### config.mk
export PLATFORM = sky130hd
export DESIGN_NAME = bg_sr_scanout
export DESIGN_NICKNAME = d
export VERILOG_FILES = /design/src/rtl/bg_sr_scanout.sv
export SDC_FILE = /design/constraint.sdc
export NUM_CORES = 1
export LEC_CHECK = 0
export BUFFER_PORTS_ARGS = -buffer_cell sky130_fd_sc_hd__buf_2
export CAP_MARGIN = 20
export CORE_UTILIZATION = 52
export DETAILED_ROUTE_END_ITERATION = 10
export PLACE_DENSITY = 0.79
export SLEW_MARGIN = 20
export SYNTH_ARGS = -nofsm -noshare
export SYNTH_HDL_FRONTEND = slang
export SYNTH_SLANG_ARGS = --single-unit
### constraint.sdc
create_clock -name CLK -period 2.2 [get_ports CLK]
set_input_delay 0.22 -clock CLK [delete_from_list [all_inputs] [get_ports CLK]]
set_output_delay 0.22 -clock CLK [all_outputs]
set_load 0.005 [all_outputs]
### src/rtl/bg_sr_scanout.sv
// bg_sr_scanout: background VRAM serial-port scan-out stage.
// Once per line it wins the shared VRAM bus, runs a read transfer cycle that
// loads the VRAM serial register from {ROW,COL}, gives the bus back, and then
// clocks SC once per active pixel while registering SQ onto PIX.
// Optional feature: define BG_SR_FINE_SCROLL_EN to discard FINE leading
// columns with SC pulses before the first visible pixel.
module bg_sr_scanout #(
  parameter int LINE_PIX = 256,
  parameter int RAS_CYC  = 2,
  parameter int SQ_LAT   = 2
) (
  input  logic        CLK,
  input  logic        RST_N,
  input  logic        CE_PIX,
  input  logic        LINE_START,
  input  logic        HBLANK,
  input  logic [7:0]  ROW,
  input  logic [7:0]  COL,
  input  logic [2:0]  FINE,
  output logic        XFER_REQ,
  input  logic        XFER_GNT,
  output logic [15:0] VA,
  output logic        VRAS_N,
  output logic        VOE_N,
  output logic        VWE_N,
  output logic        SC,
  output logic        SE_N,
  input  logic [7:0]  SQ,
  output logic [7:0]  PIX,
  output logic        PIX_VALID,
  output logic        BUSY
);

  localparam int RAS_W  = (RAS_CYC > 1) ? $clog2(RAS_CYC) : 1;
  localparam int WAIT_W = $clog2(SQ_LAT + 2);

  typedef enum logic [2:0] {
    IDLE,
    REQ,
    RAS,
    REL,
    ARM,
    SHIFT
  } state_t;

  state_t              state;
  state_t              state_nx;
  logic [7:0]          row_q;
  logic [7:0]          col_q;
  logic [RAS_W-1:0]    ras_cnt;
  logic [WAIT_W-1:0]   wait_cnt;
  logic [8:0]          pix_cnt;
  logic                abort;
  logic                armed;
  logic                ras_last;
  logic                last_pix;
  logic                pix_evt;
  logic                disc_evt;
  logic                disc_done;

  // The transfer cycle never writes the VRAM.
  assign VWE_N = 1'b1;

  assign abort    = LINE_START && (state != IDLE);
  assign armed    = (wait_cnt == '0);
  assign ras_last = (ras_cnt == RAS_W'(RAS_CYC - 1));
  assign last_pix = (pix_cnt == 9'(LINE_PIX - 1));

  // A pixel is taken on an active CE_PIX in SHIFT, or on the first active
  // CE_PIX in ARM once SQ has settled and any discard pulses are done.
  assign pix_evt = CE_PIX && !HBLANK &&
                   ((state == SHIFT) || ((state == ARM) && armed && disc_done));

`ifdef BG_SR_FINE_SCROLL_EN
  logic [2:0] fine_left;

  assign disc_evt  = (state == ARM) && armed && (fine_left != 3'd0);
  assign disc_done = (fine_left == 3'd0);

  // Remaining fine-scroll discard pulses for the current line.
  always_ff @(posedge CLK or negedge RST_N) begin
    if (!RST_N) begin
      fine_left <= 3'd0;
    end else if (LINE_START) begin
      fine_left <= FINE;
    end else if (disc_evt) begin
      fine_left <= fine_left - 3'd1;
    end
  end
`else
  logic unused_fine;

  assign unused_fine = ^FINE;
  assign disc_evt    = 1'b0;
  assign disc_done   = 1'b1;
`endif

  // State register.
  always_ff @(posedge CLK or negedge RST_N) begin
    if (!RST_N) begin
      state <= IDLE;
    end else begin
      state <= state_nx;
    end
  end

  // Next-state logic; a new LINE_START outside IDLE restarts the fetch.
  always_comb begin
    state_nx = state;
    case (state)
      IDLE:    if (LINE_START) state_nx = REQ;
      REQ:     if (XFER_GNT) state_nx = RAS;
      RAS:     if (ras_last) state_nx = REL;
      REL:     state_nx = ARM;
      ARM:     if (pix_evt) state_nx = SHIFT;
      SHIFT:   state_nx = SHIFT;
      default: state_nx = IDLE;
    endcase
    if (pix_evt && last_pix) begin
      state_nx = IDLE;
    end
    if (abort) begin
      state_nx = REQ;
    end
  end

  // Line parameters, RAS width, SQ settle wait and pixel count.
  always_ff @(posedge CLK or negedge RST_N) begin
    if (!RST_N) begin
      row_q    <= 8'd0;
      col_q    <= 8'd0;
      ras_cnt  <= '0;
      wait_cnt <= '0;
      pix_cnt  <= 9'd0;
    end else begin
      if (LINE_START) begin
        row_q <= ROW;
        col_q <= COL;
      end

      if ((state == RAS) && (state_nx == RAS)) begin
        ras_cnt <= ras_cnt + RAS_W'(1);
      end else begin
        ras_cnt <= '0;
      end

      if ((state != ARM) && (state_nx == ARM)) begin
        wait_cnt <= WAIT_W'(SQ_LAT);
      end else if (disc_evt) begin
        wait_cnt <= WAIT_W'(SQ_LAT + 1);
      end else if ((state == ARM) && !armed) begin
        wait_cnt <= wait_cnt - WAIT_W'(1);
      end

      if (LINE_START) begin
        pix_cnt <= 9'd0;
      end else if (pix_evt) begin
        pix_cnt <= pix_cnt + 9'd1;
      end
    end
  end

  // Bus and status outputs are registered from the next state so they are glitch-free.
  always_ff @(posedge CLK or negedge RST_N) begin
    if (!RST_N) begin
      XFER_REQ <= 1'b0;
      VA       <= 16'd0;
      VRAS_N   <= 1'b1;
      VOE_N    <= 1'b1;
      SE_N     <= 1'b1;
      BUSY     <= 1'b0;
    end else begin
      XFER_REQ <= (state_nx == REQ) || (state_nx == RAS);
      VA       <= (state_nx == RAS) ? {row_q, col_q} : 16'd0;
      VRAS_N   <= (state_nx != RAS);
      VOE_N    <= (state_nx != RAS);
      SE_N     <= (state_nx != SHIFT);
      BUSY     <= (state_nx != IDLE);
    end
  end

  // Pixel capture and one-CLK SC pulses; an abort suppresses SC but keeps a coincident pixel.
  always_ff @(posedge CLK or negedge RST_N) begin
    if (!RST_N) begin
      SC        <= 1'b0;
      PIX       <= 8'd0;
      PIX_VALID <= 1'b0;
    end else begin
      SC <= (pix_evt || disc_evt) && !abort;
      if (pix_evt) begin
        PIX       <= SQ;
        PIX_VALID <= 1'b1;
      end else if (abort || CE_PIX) begin
        PIX_VALID <= 1'b0;
      end
    end
  end

endmodule

---- Word level (Yosys, flattened, before mapping) ----
Index checks and enable logic that the tools add are counted.
storage, ports and cells
  word-level logic and storage cells ...... 66
  output and inout bits ................... 32
  register bits after elaboration ......... 61
operators by class
  multiplexer cells ....................... 15
  add/subtract/negate cells ............... 3
  equality and inequality tests ........... 12
  reductions and logical operators ........ 22
operator list
  kind                                                    number
  two-way mux 3 bit                                       6
  two-way mux 9 bit                                       2
  case mux 3 bit (6 select lines)                         1
  two-way mux 16 bit                                      1
  adder 9 x 1 -> 9 bit (second input constant)            1
  equality test 3 x 2 -> 1 bit (second input constant)    3
  equality test 3 bit (second input constant)             3
  equality test 9 x 8 -> 1 bit (second input constant)    1
  logical AND 1 bit                                       9
  equality test 3 x 1 -> 1 bit (second input constant)    2
  inequality test 3 bit (second input constant)           2
  nonzero test 2 bit                                      3
  nonzero test 3 bit                                      2
  two-way mux 2 bit                                       2
  logical NOT 1 bit                                       3
  logical NOT 3 bit                                       1
  logical OR 1 bit                                        3
  two-way mux 1 bit                                       3
  inequality test 3 x 2 -> 1 bit (second input constant)  1
  logical NOT 2 bit                                       1
  subtractor 2 x 1 -> 2 bit (second input constant)       1
  adder 1 bit (second input constant)                     1

---- Logic depth before layout (Yosys ltp) ----
Gate-level depths: netlist of run 1.
  depth after elaboration ................. 11
  gate-level depth with buffers ........... 10
  mapped depth without buffers ............ 9

---- Least setup slack after synthesis of run 1 ----
OpenSTA, ideal clock, no wires.
  path kind ............................... reg2reg
  start point ............................. register pix_cnt[3]
  end point ............................... register XFER_REQ
  library setup time ...................... 0.138 ns
  period minus slack after synthesis ...... 1.897 ns
  required time ........................... 2.062 ns
  setup slack ............................. 0.303 ns
  arrival time ............................ 1.759 ns
  stages on the path, launching flop included .. 11
  cells stage by stage .................... dfrtp_1 nand4_1 or2_2 nor2_1 ha_1 nand3b_1 o31ai_1 a32o_2 inv_2 buf_6 mux2i_1
on the way
  longest elaborated chain between the ends .. 6
  elaborated cells on any way between the ends .. 7
RTL lines
  element                                                                              line  source
  from (decl)                                                                          52    logic [8:0] pix_cnt;
  from (signal assigned)                                                               158   pix_cnt <= pix_cnt + 9'd1;
  equality test 9 x 8 -> 1 bit (*)                                                     67    assign last_pix = (pix_cnt == 9'(LINE_PIX - 1));
  logical AND 1 bit (*)                                                                119   if (pix_evt && last_pix) begin
  two-way mux 3 bit (*)                                                                119
  two-way mux 3 bit (*)                                                                122   if (abort) begin
  equality test 3 x 1 -> 1 bit / equality test 3 x 2 -> 1 bit (equally long branches)  173   XFER_REQ <= (state_nx == REQ) || (state_nx == RAS);
  logical OR 1 bit (*)                                                                 173
  to (signal assigned)                                                                 173
  to (decl)                                                                            20    output logic XFER_REQ,
Mark *: on every way between the ends. The rest lies on a longest branch, timed or not.
A chain may end at the register's enable or synchronous reset.

---- Worst setup path after layout of run 1 ----
  start point ............................. register pix_cnt[2]
  end point ............................... register wait_cnt[1]
on the way
  longest elaborated chain between the ends .. 7
  elaborated cells on any way between the ends .. 8
RTL lines
  element                                                         line  source
  equality test 9 x 8 -> 1 bit (*)                                67
  logical AND 1 bit (*)                                           119
  two-way mux 3 bit (*)                                           119
  two-way mux 3 bit (*)                                           122
  equality test 3 bit (*)                                         147   if ((state != ARM) && (state_nx == ARM)) begin
  logical AND 1 bit (*)                                           147
  two-way mux 2 bit / nonzero test 2 bit (equally long branches)  n/a
  to (signal assigned)                                            148   wait_cnt <= WAIT_W'(SQ_LAT);
  to (signal assigned)                                            150   wait_cnt <= WAIT_W'(SQ_LAT + 1);
  to (signal assigned)                                            152   wait_cnt <= wait_cnt - WAIT_W'(1);
  to (decl)                                                       51    logic [WAIT_W-1:0] wait_cnt;
Marks and branches as above.

==> impl_metrics.yaml, run 1 <==
run_status:
  outcome: "finished, violations left"
  violations: "DRC"
critical_path:
  reg2reg_depth: 8
  r2r-start: "pix_cnt[2]"
  reg2reg_slack_ps: 200
  arrival_ps: 2210
  end_kind: "register"
  start_kind: "register"
  regToRegEndpoint: "wait_cnt[1]"
  cp.required_ps: 2410
  cp_max_fo: 4
  criticalPathCategory: "register to register"
clock_tree:
  cts_max_level: 3
  cts_buffer_depth: 2
  cts_root_buf: "clkbuf_8"
  path_clk_slew_ps: 70
  cts_tree: "done"
  clock-sinks: 61
  cts_buffers: 9
  clk_latency_ps: 330
synthesis:
  synth_top_area_share: 0.590
  synth_area_per_cell_um2: 10.1
  synth.area.top_cells: "dfrtp_1, nand2_1, o21ai_0"
  yosys_warnings: 0
  ys_ff_latch: 61
  synthArstFlopShare: 1.00
  ys_seq_area_frac: 0.611
  netlist_instances: 248
  synth_edf_count: 0
  yosysMostFrequentCell: "dfrtp_1"
  synth_largest_area_cell: "dfrtp_1"
  ys_types: 40
  synthTopCellsByCount: "dfrtp_1, nand2_1, inv_1"
  synth_ff_type: "dfrtp_1"
  syn_nets: 284
  netlist_area_um2: 2500
sta:
  max_freq_mhz: 499
  report.final.slew_viol_count: 0
  tightestPinTransition_ps: 748
  setup_ws_ps: 195
  period_needed_ps: 2000
  setup_viol: 0
  holdWs_ps: 33.1
  hold_viol: 0
  slew_headroom: 0.502
  final_min_period_over_clock_period: 0.911
  rsz0062_at_grt: "false"
  fin_setup_tns_ps: 0
  finalClockSkew_ps: 12.9
grt:
  grt_pass1_wl_um: 8340
  track_usage: 0.216
  antenna_found_initial: 0
  grt_pass1_vias: 1893
  overflow: 0
  grt_max_degree: 62
detailed_routing:
  dr.pass1.iters: 7
  drt_wl_total_um: 4920
  vias: 1905
  drtIter0Drc: 119
  ant_nets: 0
  post-route-drc-count: 2
  wl_per_cell_um: 13.3
  viasPerCell: 5.16
floorplanning:
  die_w_um: 71.4
  core.rowCount: 24
  die_h_um: 71.4
  io-pin-count: 65
  core_um2: 4470
  die_area_um2: 5090
  initial_core_util: 0.559
placed_design:
  hpwl_um: 3260
  place_ws_ps: 7.24
  post_dp_cell_area_um2: 2840
  gp_congestion: 0.752
  dpl.cell_count: 352
  io_buffers: 60
cells_and_area:
  design_area_um2: 3040
  diodes: 0
  final_core_utilization: 0.679
  areaGrowthSynthToFinish_pct: 21.4
  drive_gt1_frac: 0.293
  layout.cells.non_filler: 369
  nNetsFinal: 348
power:
  peakVddDrop_v: 0.000461
  total_power_mw: 2.59
  p_leak_nw: 1.59
  power_density_nw_per_um2: 852
flow_run:
  maxCapViolCount: 0
hold_path:
  hold_path_class: "primary input to asynchronous set/reset pin"
-- registers in the layout, summed over array words and instances, names as in the netlist --
signal and flops:
BUSY 1, PIX_VALID 1, VOE_N 1, row_q 8, col_q 8, VA 16
state 3, PIX 8, ras_cnt 1, XFER_REQ 1, pix_cnt 9, SE_N 1
wait_cnt 2, SC 1
-- how the worst max path moves through the flow --
stage               start           to  cells past startpoint
2_1_floorplan  pix_cnt[3]     XFER_REQ                     10
3_3_place_gp   pix_cnt[3]     XFER_REQ                      9
3_5_place_dp   pix_cnt[3]      ras_cnt                      9
4_1_cts        pix_cnt[3]        VA[8]                      9
5_1_grt        pix_cnt[2]     XFER_REQ                      9
6_report       pix_cnt[2]  wait_cnt[1]                      8
-- power by group --
part	switching (mW)	internal [mW]	leakage (nW)
registers	0.0574	1.25	0.789
logic	0.229	0.174	0.708
clock network	0.415	0.464	0.0921
-- final cells by class --
cell class              instances  area, um^2
repair buffers                 68         360
multi-input cells             146         807
fillers                       357        1440
inverters                      26         100
flip-flops and latches         61        1530
clock inverters                 4        22.5
well taps                      52        65.1
clock buffers                  12         155
-- placed cells by master, fill, tap and decap left out, types with 2 or more instances in the layout --
cell	count
o21ai_0	20
buf_4	8
buf_2	60
ha_1	3
dfstp_2	2
nor3_1	16
nor2_1	6
nand2_1	50
a21oi_1	6
nand4_1	2
or4_1	3
o31ai_1	4
nand2b_1	4
clkinv_2	3
nor2b_1	2
nand3b_1	3
clkbuf_8	11
xnor2_1	3
nand3_1	2
inv_1	25
dfrtp_1	59
or3_1	2
-- what timing repair did --
action / CTS / global route
hold buffers: 0 / 0
setup endpoints to repair: 0 / 20
buffers inserted: 0 / 1
gates resized for setup: 0 / 5
-- logic make-up (layout without fill, tap and decap cells) --
kind of cell / count (synthesis) / after routing / synth area share
and+or+nand+nor: 98 / 98 / 0.188
DFF: 61 / 61 / 0.611
buffers and inverters: 41 / 110 / 0.0715
AOI/OAI and AO/OA: 39 / 39 / 0.0950
xor gates and xnor gates: 4 / 4 / 0.0140
adders and majority gates: 3 / 3 / 0.0150
other: 1 / 1 / 0.00150
muxes: 1 / 1 / 0.00400
-- routing by layer --
layer / GRT usage / vias up / wire length, um
li1: - / 940 / -
met5: 0 / - / 0
met1: 0.264 / 912 / 2180
met2: 0.353 / 46 / 2450
met3: 0.0591 / 7 / 197
met4: 0.113 / 0 / 81
-- worst max-delay path, stage by stage (launching register included) --
cell and delay, ps:
dfrtp_1 380, nand4_1 150, or2_4 270, nor2_1 110, ha_1 150, nand3b_1 110
o31a_1 290, and3_1 190, a22o_1 230
Power figures use the tool's default switching activity.
==> inputs of run 2 (changes only) <==
CORE_UTILIZATION = 54   (was 52)
CTS_BUF_LIST = sky130_fd_sc_hd__clkbuf_4   (was not set)
PLACE_DENSITY = 0.81   (was 0.79)
SLEW_MARGIN = not set   (was 20)
==> impl_metrics.yaml, run 2 (synthesis results as in run 1) <==
detailed_routing:
  post-route-drc-count: 0
  wl_per_cell_um: 12.9
  viasPerCell: 5.15
  drtIter0Drc: 137
  wl_met1_um: 2130
  ant_nets: 0
  route.met3.wl_um: 142
  drt_wl_total_um: 4820
  vias: 1930
  dr.pass1.iters: 4
  route.met2.wl_um: 2480
  top_layer_used: "met4"
clock_tree:
  cts_max_level: 3
  cts_buffers: 9
  path_clk_slew_ps: 100
  cts_root_buf: "clkbuf_4"
  clock-sinks: 61
  clk_latency_ps: 400
  cts_buffer_depth: 2
  cts_tree: "done"
cells_and_area:
  drive_gt1_frac: 0.276
  regArea_um2: 1530
  multiInputGateArea_um2: 800
  nNetsFinal: 354
  n_fill_cell: 332
  areaGrowthSynthToFinish_pct: 22.9
  top_regs: "VA (16), pix_cnt (9)"
  mostFrequentLayoutCells: "buf_2, dfrtp_1, nand2_1, inv_1, o21ai_0"
  layout_commonest_cell: "buf_2"
  layout.cells.non_filler: 375
  top_register: "VA"
  diodes: 0
  design_area_um2: 3080
  largest_reg_flops: 16
placed_design:
  io_buffers: 60
  place_ws_ps: 106
  gp_congestion: 0.803
  hpwl_um: 3040
  dpl.cell_count: 351
  post_dp_cell_area_um2: 2830
power:
  p_leak_nw: 1.60
  peakVddDrop_v: 0.000729
  total_power_mw: 2.58
  power_density_nw_per_um2: 838
critical_path:
  criticalPathCategory: "register to register"
  end_kind: "register"
  arrival_ps: 2360
  cp.required_ps: 2490
  start_kind: "register"
  cp_max_fo: 5
sta:
  setup_viol: 0
  slew_headroom: 0.504
  setup_ws_ps: 125
  period_needed_ps: 2070
  final_min_period_over_clock_period: 0.943
  report.final.slew_viol_count: 0
  finalClockSkew_ps: 10.6
  tightestPinTransition_ps: 744
  hold_viol: 0
  fin_setup_tns_ps: 0
  rsz0062_at_grt: "false"
  max_freq_mhz: 482
run_status:
  outcome: "finished, final reports clean"
floorplanning:
  core_um2: 4410
  core.rowCount: 24
  io-pin-count: 65
  die_h_um: 70.1
  die_w_um: 70.1
  initial_core_util: 0.567
  die_area_um2: 4910
grt:
  antenna_found_initial: 0
  grt_pass1_wl_um: 8400
  overflow: 0
  grt_pass1_vias: 1901
  track_usage: 0.220
  grt_max_degree: 62
hold_path:
  hold_path_class: "primary input to register"
flow_run:
  maxCapViolCount: 0
[run 2: report_power, final]
part           total (mW)  switching, mW  internal (mW)
sequential           1.31         0.0619           1.25
combinational       0.400          0.222          0.179
clock               0.869          0.389          0.480
total                2.58          0.673           1.91
[run 2: final timing paths]
path	startpoint	to	slack, ps	depth (start not counted)
min in group asynchronous	RST_N	row_q[5]	500	3
max in group asynchronous	RST_N	PIX[5]	1200	3
setup reg to reg	pix_cnt[3]	wait_cnt[1]	130	8
setup / recovery	pix_cnt[3]	wait_cnt[1]	130	8
hold / removal	COL[5]	col_q[5]	20	3
hold reg to reg	ras_cnt	ras_cnt	430	1
[run 2: per-stage QoR]
step                      hold slack, ps   util
after floorplan                    -75.6      -
after global placement               409  0.641
after detailed placement             416  0.641
after CTS                           3.43  0.693
after global routing                10.3  0.697
final                               21.7  0.697
[run 2: final cells by class]
cell class | instances | area share
clock buffers | 11 | 0.0268
flip-flops and latches | 61 | 0.497
multi-input cells | 146 | 0.260
repair buffers | 74 | 0.138
inverters | 26 | 0.0325
well taps | 52 | 0.0211
clock inverters | 5 | 0.0244
[run 2: repair_timing]
| action | in CTS | in global routing |
|---|---|---|
| endpoints found under the setup margin | 0 | 18 |
| setup buffers | 0 | 0 |
| gates resized for setup | 0 | 3 |
| endpoints found under the hold margin | 65 | 1 |
| hold buffers | 7 | 1 |
[run 2: worst max-delay path, cell delays in order, from the launching register on]
cell	delay (ps)
dfrtp_1	410
nand4_1	140
or2_2	310
nor2_1	130
ha_1	150
nand3b_1	110
o31a_1	290
and3_1	200
a22o_1	230
[run 2: routing by layer]
metal	GRT usage	vias up
li1	-	959
met1	0.281	924
met2	0.350	39
met3	0.0606	8
met4	0.104	0
met5	0	-
